--- src/rtl/ram_dump_tx.sv ---
// ram_dump_tx: snapshots the eight 4-bit RAM cells and sends them to a host
// as a 6-byte 8N1 UART packet (header, four data bytes, XOR checksum).
module ram_dump_tx #(
    parameter int unsigned CLKS_PER_BIT = 16,
    parameter logic [7:0]  HEADER       = 8'hA5
) (
    input  logic        Clock,
    input  logic        Reset_n,
    input  logic        Start,
    input  logic [31:0] Mem,
    output logic        Tx,
    output logic        Busy,
    output logic        Done
);

    localparam int unsigned BW = (CLKS_PER_BIT > 1) ? $clog2(CLKS_PER_BIT) : 1;
    localparam logic [BW-1:0] BAUD_MAX = BW'(CLKS_PER_BIT - 1);
    localparam logic [2:0] LAST_BYTE = 3'd5;

    typedef enum logic [1:0] {
        IDLE,
        START_BIT,
        DATA_BITS,
        STOP_BIT
    } state_e;

    state_e        state_q, state_d;
    logic [BW-1:0] baud_q, baud_d;
    logic [2:0]    bit_q, bit_d;
    logic [2:0]    byte_q, byte_d;
    logic [31:0]   snap_q, snap_d;
    logic          tx_q, tx_d;
    logic          busy_q, busy_d;
    logic          done_q, done_d;
    logic          tick;
    logic [7:0]    cur_byte;

    // Packet byte by index; the checksum is always derived from the snapshot.
    function automatic logic [7:0] pkt_byte(input logic [2:0] idx,
                                            input logic [31:0] s);
        logic [7:0] b;
        unique case (idx)
            3'd0:    b = HEADER;
            3'd1:    b = s[7:0];
            3'd2:    b = s[15:8];
            3'd3:    b = s[23:16];
            3'd4:    b = s[31:24];
            default: b = s[7:0] ^ s[15:8] ^ s[23:16] ^ s[31:24];
        endcase
        return b;
    endfunction

    assign tick = (baud_q == BAUD_MAX);

    // Next-state logic: FSM, baud/bit/byte counters, snapshot and outputs.
    always_comb begin
        state_d  = state_q;
        baud_d   = baud_q;
        bit_d    = bit_q;
        byte_d   = byte_q;
        snap_d   = snap_q;
        done_d   = 1'b0;
        tx_d     = 1'b1;
        busy_d   = 1'b0;
        cur_byte = 8'h00;

        if (state_q != IDLE) begin
            baud_d = tick ? '0 : baud_q + 1'b1;
        end

        unique case (state_q)
            IDLE: begin
                if (Start) begin
                    state_d = START_BIT;
                    snap_d  = Mem;
                    baud_d  = '0;
                    bit_d   = 3'd0;
                    byte_d  = 3'd0;
                end
            end
            START_BIT: begin
                if (tick) begin
                    state_d = DATA_BITS;
                    bit_d   = 3'd0;
                end
            end
            DATA_BITS: begin
                if (tick) begin
                    if (bit_q == 3'd7) begin
                        state_d = STOP_BIT;
                        bit_d   = 3'd0;
                    end else begin
                        bit_d = bit_q + 3'd1;
                    end
                end
            end
            STOP_BIT: begin
                if (tick) begin
                    if (byte_q < LAST_BYTE) begin
                        state_d = START_BIT;
                        byte_d  = byte_q + 3'd1;
                    end else begin
                        state_d = IDLE;
                        byte_d  = 3'd0;
                        done_d  = 1'b1;
                    end
                end
            end
            default: begin
                state_d = IDLE;
            end
        endcase

        cur_byte = pkt_byte(byte_d, snap_d);
        busy_d   = (state_d != IDLE);

        unique case (state_d)
            START_BIT: tx_d = 1'b0;
            DATA_BITS: tx_d = cur_byte[bit_d];
            default:   tx_d = 1'b1;
        endcase
    end

    // State and output registers; reset forces the line idle at once.
    always_ff @(posedge Clock or negedge Reset_n) begin
        if (!Reset_n) begin
            state_q <= IDLE;
            baud_q  <= '0;
            bit_q   <= 3'd0;
            byte_q  <= 3'd0;
            snap_q  <= 32'h0;
            tx_q    <= 1'b1;
            busy_q  <= 1'b0;
            done_q  <= 1'b0;
        end else begin
            state_q <= state_d;
            baud_q  <= baud_d;
            bit_q   <= bit_d;
            byte_q  <= byte_d;
            snap_q  <= snap_d;
            tx_q    <= tx_d;
            busy_q  <= busy_d;
            done_q  <= done_d;
        end
    end

    assign Tx   = tx_q;
    assign Busy = busy_q;
    assign Done = done_q;

endmodule

--- config.mk ---
export PLATFORM = sky130hd
export DESIGN_NAME = ram_dump_tx
export DESIGN_NICKNAME = d
export VERILOG_FILES = /design/src/rtl/ram_dump_tx.sv
export SDC_FILE = /design/constraint.sdc
export NUM_CORES = 1
export LEC_CHECK = 0
export CAP_MARGIN = 10
export CORE_MARGIN = 2
export CORE_UTILIZATION = 56
export DETAILED_ROUTE_END_ITERATION = 16
export GPL_TIMING_DRIVEN = 0
export PLACE_DENSITY_LB_ADDON = 0.08
export SETUP_SLACK_MARGIN = 0.2
export SYNTH_ARGS = -nofsm -noshare
export SYNTH_HDL_FRONTEND = slang
export SYNTH_SLANG_ARGS = --single-unit
--- constraint.sdc ---
create_clock -name Clock -period 3 [get_ports Clock]
set_input_delay 0.6 -clock Clock [delete_from_list [all_inputs] [get_ports Clock]]
set_output_delay 0.6 -clock Clock [all_outputs]
set_load 0.01 [all_outputs]
# Word-level counts from Yosys, hierarchy flattened
# Cells that the tools add are included.
# word_totals
reg_bits	47
inputBits	35
# op_classes
reduce_logical	4
bitwise	3
n_eq_ne	11
mux	29
order_cmp	2
n_addsub	3
# ops
operator	n
$mux 32	2
$pmux 8 s5	1
$xor 8x8->8	3
$mux 3	7
$mux 4	4
$mux 2	5
$pmux 3 s3	1
$pmux 2 s4	1
$add 3x1->3 const B	2
$eq 2x2->1 const B	3
$eq 3x2->1 const B	2
$eq 3x3->1 const B	2
$pmux 3 s2	1
$mux 1	5
$add 4x1->4 const B	1
$eq 2x1->1 const B	2
$eq 4x4->1 const B	1
$lt 3x4->1 const B	1
$reduce_bool 2->1	2
$bmux 1 s3	1
$eq 3x1->1 const B	1
$logic_not 3->1	1
$lt 3x3->1 const B	1
$logic_not 2->1	1
$pmux 1 s2	1

# Depth between registers and ports, before layout
# Gate-level depths: netlist of run 1.
# logic_depth
word_depth	9
depth_mapped	14
ltp_nobuf	11

# Least setup slack after synthesis of run 1
# No wires, ideal clock.
# synth_path
kind	register to register
from	reg state_q[0]
to	reg tx_q, in the netlist Tx
t_arrival_ns	2.432
period_less_slack_ns	2.509
stages_incl_launch_ff	13
required_ns	2.923
setup_slack_ns	0.491
setup_ns	0.077
path_cell_list	dfrtp_1 inv_1 ha_1 nor2b_1 nand4_4 and3_4 buf_6 clkinv_4 o22ai_1 a211o_1 o211a_1 a211o_1 a31oi_1
# synth_between
elab_chain_cells	9
word_cells_on_any_way	27
# synth_rtl
element	line	text
start: declaration	27	state_e state_q, state_d;
start signal: assignment	136	state_q <= state_d;
$logic_not 2->1	71	unique case (state_q)
$mux 32	71	
$xor 8x8->8 (3 in a row)	48	default: b = s[7:0] ^ s[15:8] ^ s[23:16] ^ s[31:24];
$pmux 8 s5	42	unique case (idx)
$bmux 1 s3	119	DATA_BITS: tx_d = cur_byte[bit_d];
$mux 1 (implied by the code)	119	
$pmux 1 s2 *	117	unique case (state_d)
net tx_d	32	logic tx_q, tx_d;
end signal: assignment	141	tx_q <= tx_d;
end: declaration	32	
# The timed path passes the listed nets; every way through them passes the cells marked *. The select of a mux whose other input is x is not followed.

# Final worst setup path of run 1
# layout_path
from	reg state_q[0]
to	reg tx_q, in the netlist Tx
# layout_between
word_cells_on_any_way	27
# layout_lines
element	line	text
$eq 2x2->1, or another cell as far along	71	
$pmux 3 s3 *	71	
net bit_d[0]	29	logic [2:0] bit_q, bit_d;
$bmux 1 s3 *	119	
$mux 1 (implied by the code) *	119	
$pmux 1 s2 *	117	
net tx_d	32	
# Marks and branches as above.

==> results of run 1 <==
-- worst min path at each step --
stage,startpoint,cells after the start,endpoint
final,Reset_n,1,baud_q[0]
after global routing,Reset_n,1,baud_q[0]
after CTS,Reset_n,1,baud_q[0]
after detailed placement,baud_q[1],2,baud_q[1]
after global placement,baud_q[1],2,baud_q[1]
after floorplan,Reset_n,0,Busy
-- cell usage after synthesis (all sizes together) (2+ instances only) --
library cell,n
xor2,9
nor2b,2
a22o,2
nand2,14
nor2,13
nand3,6
xnor3,2
a21oi,16
o22ai,5
o211ai,2
a22oi,4
buf,17
a211oi,5
and3,4
xnor2,25
inv,19
nand3b,4
a31oi,8
a311oi,2
nor3,5
o21ai,18
nand4b,2
mux2i,22
mux2,23
and2,5
dfrtp,46
ha,8
and4b,2
a211o,4
-- final cells by class --
class                           instances  area, um^2  area share (%)
Clock inverter                          2        35.0           0.877
Clock buffer                            6        82.6            2.07
Tap cell                               72        90.1            2.25
Multi-Input combinational cell        228        1900            47.7
Inverter                               20        82.6            2.07
Sequential cell                        47        1180            29.5
Timing Repair Buffer                   51         483            12.1
Buffer                                 17         140            3.51
-- power groups by stage --
stage	sequential, W	clock [W]	combinational (W)
floorplan	0.00106	0	0.00139
global placement	0.00108	0	0.00175
global route	0.00113	0.000521	0.00220
detailed placement	0.00110	0	0.00178
CTS	0.00108	0.000500	0.00184
finish	0.00110	0.000487	0.00202
-- worst max-delay path: cells and delay by family, from the launching register on --
kind / cells / cell delay, ps
buffers and inverters: 2 / 160
DFF: 1 / 420
adders and majority gates: 1 / 230
AOI/OAI and AO/OA: 6 / 1500
and+or+nand+nor: 1 / 310
-- cells by family after synthesis --
group	synth area share, %
adder cells (fa/ha/maj)	3.15
multiplexers	15.1
AO/OA/AOI/OAI	16.8
buffers and inverters	6.15
XOR/XNOR	10.8
flip-flops	37.1
AND/OR/NAND/NOR	10.8
-- per-layer routing --
metal	up-vias	routed length, um
met2	90	3760
met3	7	408
li1	1242	-
met5	-	0
met4	0	59
met1	1281	3320
-- stage by stage --
step                total power, W  hold slack (ps)  setup TNS (ps)
global placement           0.00283              487           -2760
detailed placement         0.00288              500            -306
global route               0.00386              282               0
finish                     0.00361              240               0
floorplan                  0.00245              304               0
CTS                        0.00342              255               0
-- repair_timing --
action | CTS | global route
setup endpoints to repair | 1 | 1
buffers inserted | 3 | 10
pin swaps | 1 | 9
endpoints found under the hold margin | 0 | 0
resized for setup | 9 | 33
-- flip-flops by register name, summed over array words and instances, names as in the netlist --
signal and count:
snap_q 32, bit_q 3, baud_q 4, Busy 1, byte_q 3, state_q 2, Tx 1, Done 1
==> reports/qor.yml, run 1 <==
fillers: 437
finClkSkew_ps: 7.88
die_area_um2: 6280
seqPwrFrac_pct: 30.5
wirelength_um: 7550
grt_pass1_wl_um: 11800
use_met1_pct: 33.7
start_util_pct: 58.0
worst_setup_path_start_kind: "flip-flop"
numCtsBuffers: 5
async_flop_share_pct: 100
hp-class: "input pin to asynchronous set/reset pin"
nets: 413
drive_gt1_share_pct: 25.1
rsz0062_at_grt: "false"
crit_start: "state_q[0]"
hpwl_um: 5330
critical_path.most_common_cell: "a211o_1"
netlist_area_um2: 3170
path_cells: "inv_2, ha_1, or2_2, a211o_1, a22oi_4, inv_4, a211o_1, o211a_1, a211o_1, a31oi_1"
internal_power_w: 0.00219
worst_setup_path_endpoint: "Tx"
viasPerCell: 5.91
cts_tree: "done"
gr-usage-met2_pct: 40.9
sw_frac_of_total_pct: 39.2
power_frac_clock_pct: 13.5
r2r_start: "state_q[0]"
worst_slack_ps: 305
cp.arrival_ps: 2920
final_core_util_pct: 73.0
ios: 38
min_period_ps: 2700
cts.sinks: 47
yosysTopAreaCell: "dfrtp_1"
syn_inst: 312
power_density_nw_per_um2: 902
p_leak_nw: 1.70
setup_viol: 0
cts_buffer_depth: 2
root_buffer: "clkbuf_8"
crit_path_top_delay_cell: "dfrtp_1"
via_count: 2620
critPathKind: "flip-flop to flip-flop"
antenna_found_initial: 0
ys.flop_type: "dfrtp_1"
avgRoutedWirePerCell_um: 17.0
peakVddDrop_mv: 0.445
slew_viol_final: 0
met3_usage_pct: 3.52
grtUsageTotal_pct: 24.5
seq_area_frac_synth_pct: 37.1
hold_buffers: 0
synth_top_cells_by_area: "dfrtp_1 36%, mux2_2 8.2%, mux2i_1 6.9%, xnor2_1 6.9%, ha_1 3.2%"
dieWidth_um: 79.3
drtAntennaViolNets: 0
drc: 0
drv_cap: 0
grt_overflow: 0
dp_slack_ps: -306
reg2reg_slack_ps: 300
rows: 27
final_hold_viol_count: 0
synth_edf_count: 0
path_clk_slew_ps: 90
mostFrequentLayoutCells: "45 x dfrtp_1, 35 x clkdlybuf4s50_1, 25 x xnor2_1, 22 x mux2_2, 21 x buf_4"
area_growth_syn_to_layout_pct: 25.9
end_kind: "flip-flop"
dr.pass1.iters: 4
dp.cells: 422
port_buffers: 37
worst_ep_required_time_ps: 3230
dieHeight_um: 79.3
timing.rr.end: "Tx"
avgSynthCellArea_um2: 10.2
ys_types: 55
synth_nets: 355
tightestPinTransition_ps: 542
max_slew_margin_pct: 63.5
design_area_um2: 4000
insertion_delay_ps: 300
htreeDepth: 2
yosys_warnings: 0
drtIter0Drc: 156
reg2reg_depth: 10
comb_power_share_pct: 56.0
power.net_switching_w: 0.00141
busiest_layer: "met2"
n_antenna_cell: 0
fmax_mhz: 371
synth_top_area_share_pct: 36.3
outcome: "completed"
final_common_cell: "dfrtp_1"
ys_ff_latch: 47
fin_cells: 443
core_um2: 5470
gp_congestion: 0.858
grt_max_degree: 29
placed_area_um2: 3650
grt_pass1_vias: 2386
max_stage_delay_ps: 420
path_max_fanout: 6
fin_crit_sh_pct: 89.8
Power figures use the tool's default switching activity.
==> inputs of run 2 (changes only) <==
CORE_UTILIZATION = 51   (was 56)
GPL_ROUTABILITY_DRIVEN = 0   (was unset)
clock period = 2.2 ns   (was 3 ns; I/O delays follow)
==> run 2 against run 1 <==
Net effect:
- the run now ends with negative setup slack left
- wire length rose by 3.5%
- clock skew rose by 4.0 ps
- design area rose by 5.7%
- first-iteration DRC count rose by 5.1%
- core utilization fell by 2.1 points
- sequential share of layout area fell by 1.5 points
- hold slack got worse by 140 ps
- clock-buffer cell count did not move
- combinational power rose by 48%
- critical path type unchanged
- die area rose by 9.3%
- register-to-register slack got worse by 700 ps
- final cell count rose by 3.2%
==> reports/qor.yml, run 2 (synthesis gave the netlist of run 1 again) <==
outcome: "finished with violations"
htreeDepth: 2  # unchanged
failed_checks: "negative setup slack"
path_clk_slew_ps: 90  # about the same
grt_pass1_wl_um: 12800  # +8.4%
hold_buffers: 0  # unchanged
root_buffer: "clkbuf_8"
worst_ep_required_time_ps: 2430  # -800 ps
r2r_start: "state_q[0]"
rows: 28  # +3.7%
fillers: 450  # +3.0%
dp_slack_ps: -955  # -648 ps
final_hold_viol_count: 0  # unchanged
rsz0062_at_grt: "true"
final_common_cell: "dfrtp_1"
worst_slack_ps: -397  # -702 ps
hpwl_um: 5400  # +1.2%
viasPerCell: 5.82  # -1.5%
cts_tree: "done"
grt_pass1_vias: 2674  # +12%
setup_viol: 1  # +1
dr.pass1.iters: 6  # +2
worst_setup_path_start_kind: "flip-flop"
critPathKind: "flip-flop to flip-flop"
dieHeight_um: 82.9  # +4.5%
fin_crit_sh_pct: 118  # +28 points
drv_cap: 0  # unchanged
timing.rr.end: "Tx"
grt_max_degree: 25  # -14%
drtIter0Drc: 164  # +5.1%
max_slew_margin_pct: 63.1  # -0.38 points
cp.arrival_ps: 2830  # -90 ps
drtAntennaViolNets: 0  # unchanged
mostFrequentLayoutCells: "42 x dfrtp_1, 35 x clkdlybuf4s50_1, 28 x buf_4, 25 x xnor2_1, 22 x mux2_2"
min_period_ps: 2600  # -97.6 ps
dieWidth_um: 82.9  # +4.5%
hp-class: "input pin to asynchronous set/reset pin"
nets: 424  # +2.7%
drive_gt1_share_pct: 30.1  # +5.0 points
power_density_nw_per_um2: 1220  # +35%
area_growth_syn_to_layout_pct: 33.1
grt_overflow: 0  # unchanged
fmax_mhz: 385  # +3.8%
largest_reg_flops: 32  # unchanged
worstSetupPathDepth: 12  # +2
reg2reg_slack_ps: -400  # -700 ps
regMostFlops: "snap_q"
core_um2: 5960  # +8.8%
tightestPinTransition_ps: 553  # +11.4 ps
antenna_found_initial: 0  # unchanged
n_antenna_cell: 0  # unchanged
reg_top3: "snap_q: 32 flops, baud_q: 4 flops"
start_util_pct: 53.3  # -4.7 points
port_buffers: 37  # unchanged
slew_viol_final: 0  # unchanged
crit_start: "state_q[0]"
max_stage_delay_ps: 420  # about the same
finClkSkew_ps: 11.9  # +3.99 ps
drc: 0  # unchanged
grtUsageTotal_pct: 22.9  # -1.5 points
end_kind: "flip-flop"
numCtsBuffers: 5  # unchanged
cts_buffer_depth: 2  # unchanged
via_count: 2662  # +1.6%
reg2reg_depth: 12  # +2
crit_path_top_delay_cell: "dfrtp_2"
whs_ps: 104  # -137 ps
p_leak_nw: 1.78  # +4.6%
ios: 38  # unchanged
cts.sinks: 47  # unchanged
peakVddDrop_mv: 0.661  # +49%
avgRoutedWirePerCell_um: 17.1  # +0.34%
final_core_util_pct: 70.9  # -2.1 points
worst_setup_path_endpoint: "Tx"
crit_family: "compound AO/OA/AOI/OAI gates"
path_max_fanout: 6  # unchanged
timing.setup.tns_ps: -397  # -397 ps
path_cells: "inv_4, ha_4, and4b_1, a22o_1, a21oi_4, inv_2, buf_6, o221a_2, o21ai_0, o211ai_1, nand4b_1, a31oi_1"
path_buf_inv: 3  # +1
die_area_um2: 6870  # +9.3%
insertion_delay_ps: 310  # about the same
wirelength_um: 7810  # +3.5%
[run 2: cell count changes in the layout (fill, tap and decap cells not counted), sizes merged]
cell           delta
buf              +10
clkbuf            +1
clkdlybuf4s15     -1
clkinv            -1
dlygate4sd2       +1
inv               +1
[run 2: through the flow]
stage / cells / power [W] / instance area, um^2
6_report: 457 / 0.00515 / 4220
5_1_grt: 457 / 0.00552 / 4220
4_1_cts: 449 / 0.00496 / 4080
3_5_place_dp: 425 / 0.00401 / 3700
3_3_place_gp: 424 / 0.00395 / 3680
2_1_floorplan: 312 / 0.00342 / 3220
[run 2: how the worst min path moves through the flow]
stage | start | endpoint
2_1_floorplan | Reset_n | Busy
3_3_place_gp | baud_q[1] | baud_q[1]
3_5_place_dp | Reset_n | baud_q[1]
4_1_cts | Reset_n | baud_q[1]
5_1_grt | Reset_n | baud_q[0]
6_report | Reset_n | baud_q[1]
[run 2: per-layer routing]
layer / wire (um) / vias to the layer above / track usage [%]
li1: - / 1266 / -
met1: 3420 / 1279 / 30.8
met2: 3780 / 91 / 37.2
met3: 423 / 26 / 4.08
met4: 190 / 0 / 8.20
met5: 0 / - / 0
[run 2: cell type report]
cell class	instances	area (um^2)	share of cell area (%)
Buffer	17	178	4.21
Multi-Input combinational cell	228	1990	47.1
Clock buffer	6	82.6	1.96
Tap cell	75	93.8	2.22
Inverter	20	87.6	2.07
Sequential cell	47	1180	28.0
Timing Repair Buffer	62	576	13.6
Clock inverter	2	35.0	0.830
[run 2: power by group]
part / switching (W) / internal [W]
logic: 0.00145 / 0.00154
registers: 0.000250 / 0.00125
clock network: 0.000298 / 0.000368
[run 2: what timing repair did]
item,CTS,global route
buffers inserted,16,8
gates resized for setup,39,21
setup endpoints to repair,18,3
pin swaps,17,10
==> variant (flow settings as in run 1) <==
The 4 states of `state_e` get a Gray code encoding in 2 bits.
--- a/src/rtl/ram_dump_tx.sv
+++ b/src/rtl/ram_dump_tx.sv
@@ -18,10 +18,10 @@
     localparam logic [2:0] LAST_BYTE = 3'd5;
 
     typedef enum logic [1:0] {
-        IDLE,
-        START_BIT,
-        DATA_BITS,
-        STOP_BIT
+        IDLE      = 2'b00,
+        START_BIT = 2'b01,
+        DATA_BITS = 2'b11,
+        STOP_BIT  = 2'b10
     } state_e;
 
     state_e        state_q, state_d;
Function: same outputs for any inputs over 10 cycles, from zero or initial values and one cycle with Reset_n low; not proved beyond that.
==> variant against run 1 <==
Area after synthesis fell by 6.0%; sequential share of layout area increased by 2.5 points; wire length up 0.36%; critical path depth is 1 higher; maximum frequency shrank 2.9%; synthesized cell count grew 13%; design area is 7.7% lower; setup slack lost 0.082 ns; sequential cell count did not move; total power fell by 25%; clock power increased by 2%; count of clock-buffer cells in the layout is the same; global-route usage is 2.5 points higher; critical endpoint unchanged.
==> variant: results (changes against run 1) <==
Finish
  – Final #Nets: 438 (+6.1%)
  – Fin cells: 470 (+6.1%)
  – Layout cells sized above 1: 12.50% (-13 points)

Run status
  – Status: finished clean

Placed design
  – Final HPWL DP: 5432 microns (+1.9%)
  – Final RePlAce weighted congestion: 0.8888 (+3.5%)

Synth
  – Post-synth net total: 391 (+10%)
  – Post-synth top cells: nand2_1 (97), dfrtp_1 (46), o21ai_0 (28)
  – Unique masters post-synth: 59 (+7.3%)
  – Mean Syn Cell Area: 8.470 sq um (-17%)
  – Post-synthesis sequential area ratio: 39.49% (+2.4 points)
  – Synth area leaders: dfrtp_1 (39%), nand2_1 (12%), xnor2_1 (6.5%)

Drt
  – Vias per std cell: 5.836 (-1.3%)
  – Router iterations before antenna repair: 5 (+1)
  – Iter 0 DRT Violations: 241 (+54%)
  – DR WL/cell: 16.12 microns (-5.4%)

Power
  – Static leakage: 0.001619 uW (-4.9%)
  – Total combinational power: 1200 uW (-41%)
  – Switch share: 38.76% (-0.47 points)
  – Seq pwr: 1010 uW (-8%)

Global routing
  – First-pass GRT wire length: 12,680 microns (+7.3%)
  – Largest net degree at the start of global routing: 32 (+10%)
  – Total track usage: 26.99% (+2.5 points)
  – Vias in the first global route: 2,662 (+12%)

Setup path
  – CP Launch Point: baud_q[1]
  – Max incr delay on CP: 0.40 ns (-0.02 ns)
  – R2R setup slack: 0.22 ns (-0.08 ns)
  – Critical path peak fanout: 10 (+4)
  – FF-to-FF path depth: 11 (+1)

Timing
  – Slew @ Worst Pin: 0.7181 ns (+0.1762 ns)
  – Setup Skew: 0.004996 ns (-0.002887 ns)
variant: stage by stage:
| step | power [uW] | cell area [sq um] | hold WS, ns | worst slack, ns |
|---|---|---|---|---|
| CTS | 2640 | 3635 | 0.2246 | 0.2209 |
| global placement | 2075 | 3440 | 0.4985 | -0.5547 |
| detailed placement | 2113 | 3455 | 0.5173 | -0.5003 |
| floorplan | 1802 | 2982 | 0.3044 | 0.4451 |
| global route | 2879 | 3690 | 0.2359 | 0.2051 |
| finish | 2708 | 3690 | 0.2153 | 0.2235 |
variant: area by class of cell:
| cell class | count | area [sq um] |
|---|---|---|
| clock inverters | 2 | 35.03 |
| plain buffers | 16 | 90.09 |
| inverters | 5 | 18.77 |
| fillers | 414 | 1418 |
| repair buffers | 40 | 399.1 |
| clock buffers | 6 | 82.58 |
| flip-flops and latches | 47 | 1180 |
| well taps | 70 | 87.58 |
| multi-input cells | 284 | 1797 |
variant: cell families after synthesis:
group,count (synthesis),synth area share (%)
adders and majority gates,4,1.679
AOI/OAI and AO/OA,78,17.37
DFF,47,39.49
and+or+nand+nor,153,22.91
buffers and inverters,21,3.483
muxes,9,3.315
xor gates and xnor gates,40,11.75
variant: metal layers:
| layer | part of all wire (%) | track usage [%] |
|---|---|---|
| met1 | 44 | 36.27 |
| met2 | 49 | 45.00 |
| met3 | 5.4 | 4.706 |
| met4 | 0.98 | 7.455 |
| met5 | 0 | 0 |
variant: critical path: cells and delay by family, from the launching register on:
family / cells / cell delay (ns)
simple gates: 5 / 0.98
compound gates: 3 / 0.73
flops: 1 / 0.40
buf+inv: 2 / 0.31
fa+ha+maj: 1 / 0.26
variant: timing repair:
action,CTS,global route
resized for setup,13,9
pin swaps,1,2
gates cloned,0,0
endpoints found under the hold margin,0,0
setup buffers,2,0
endpoints found under the setup margin,11,1
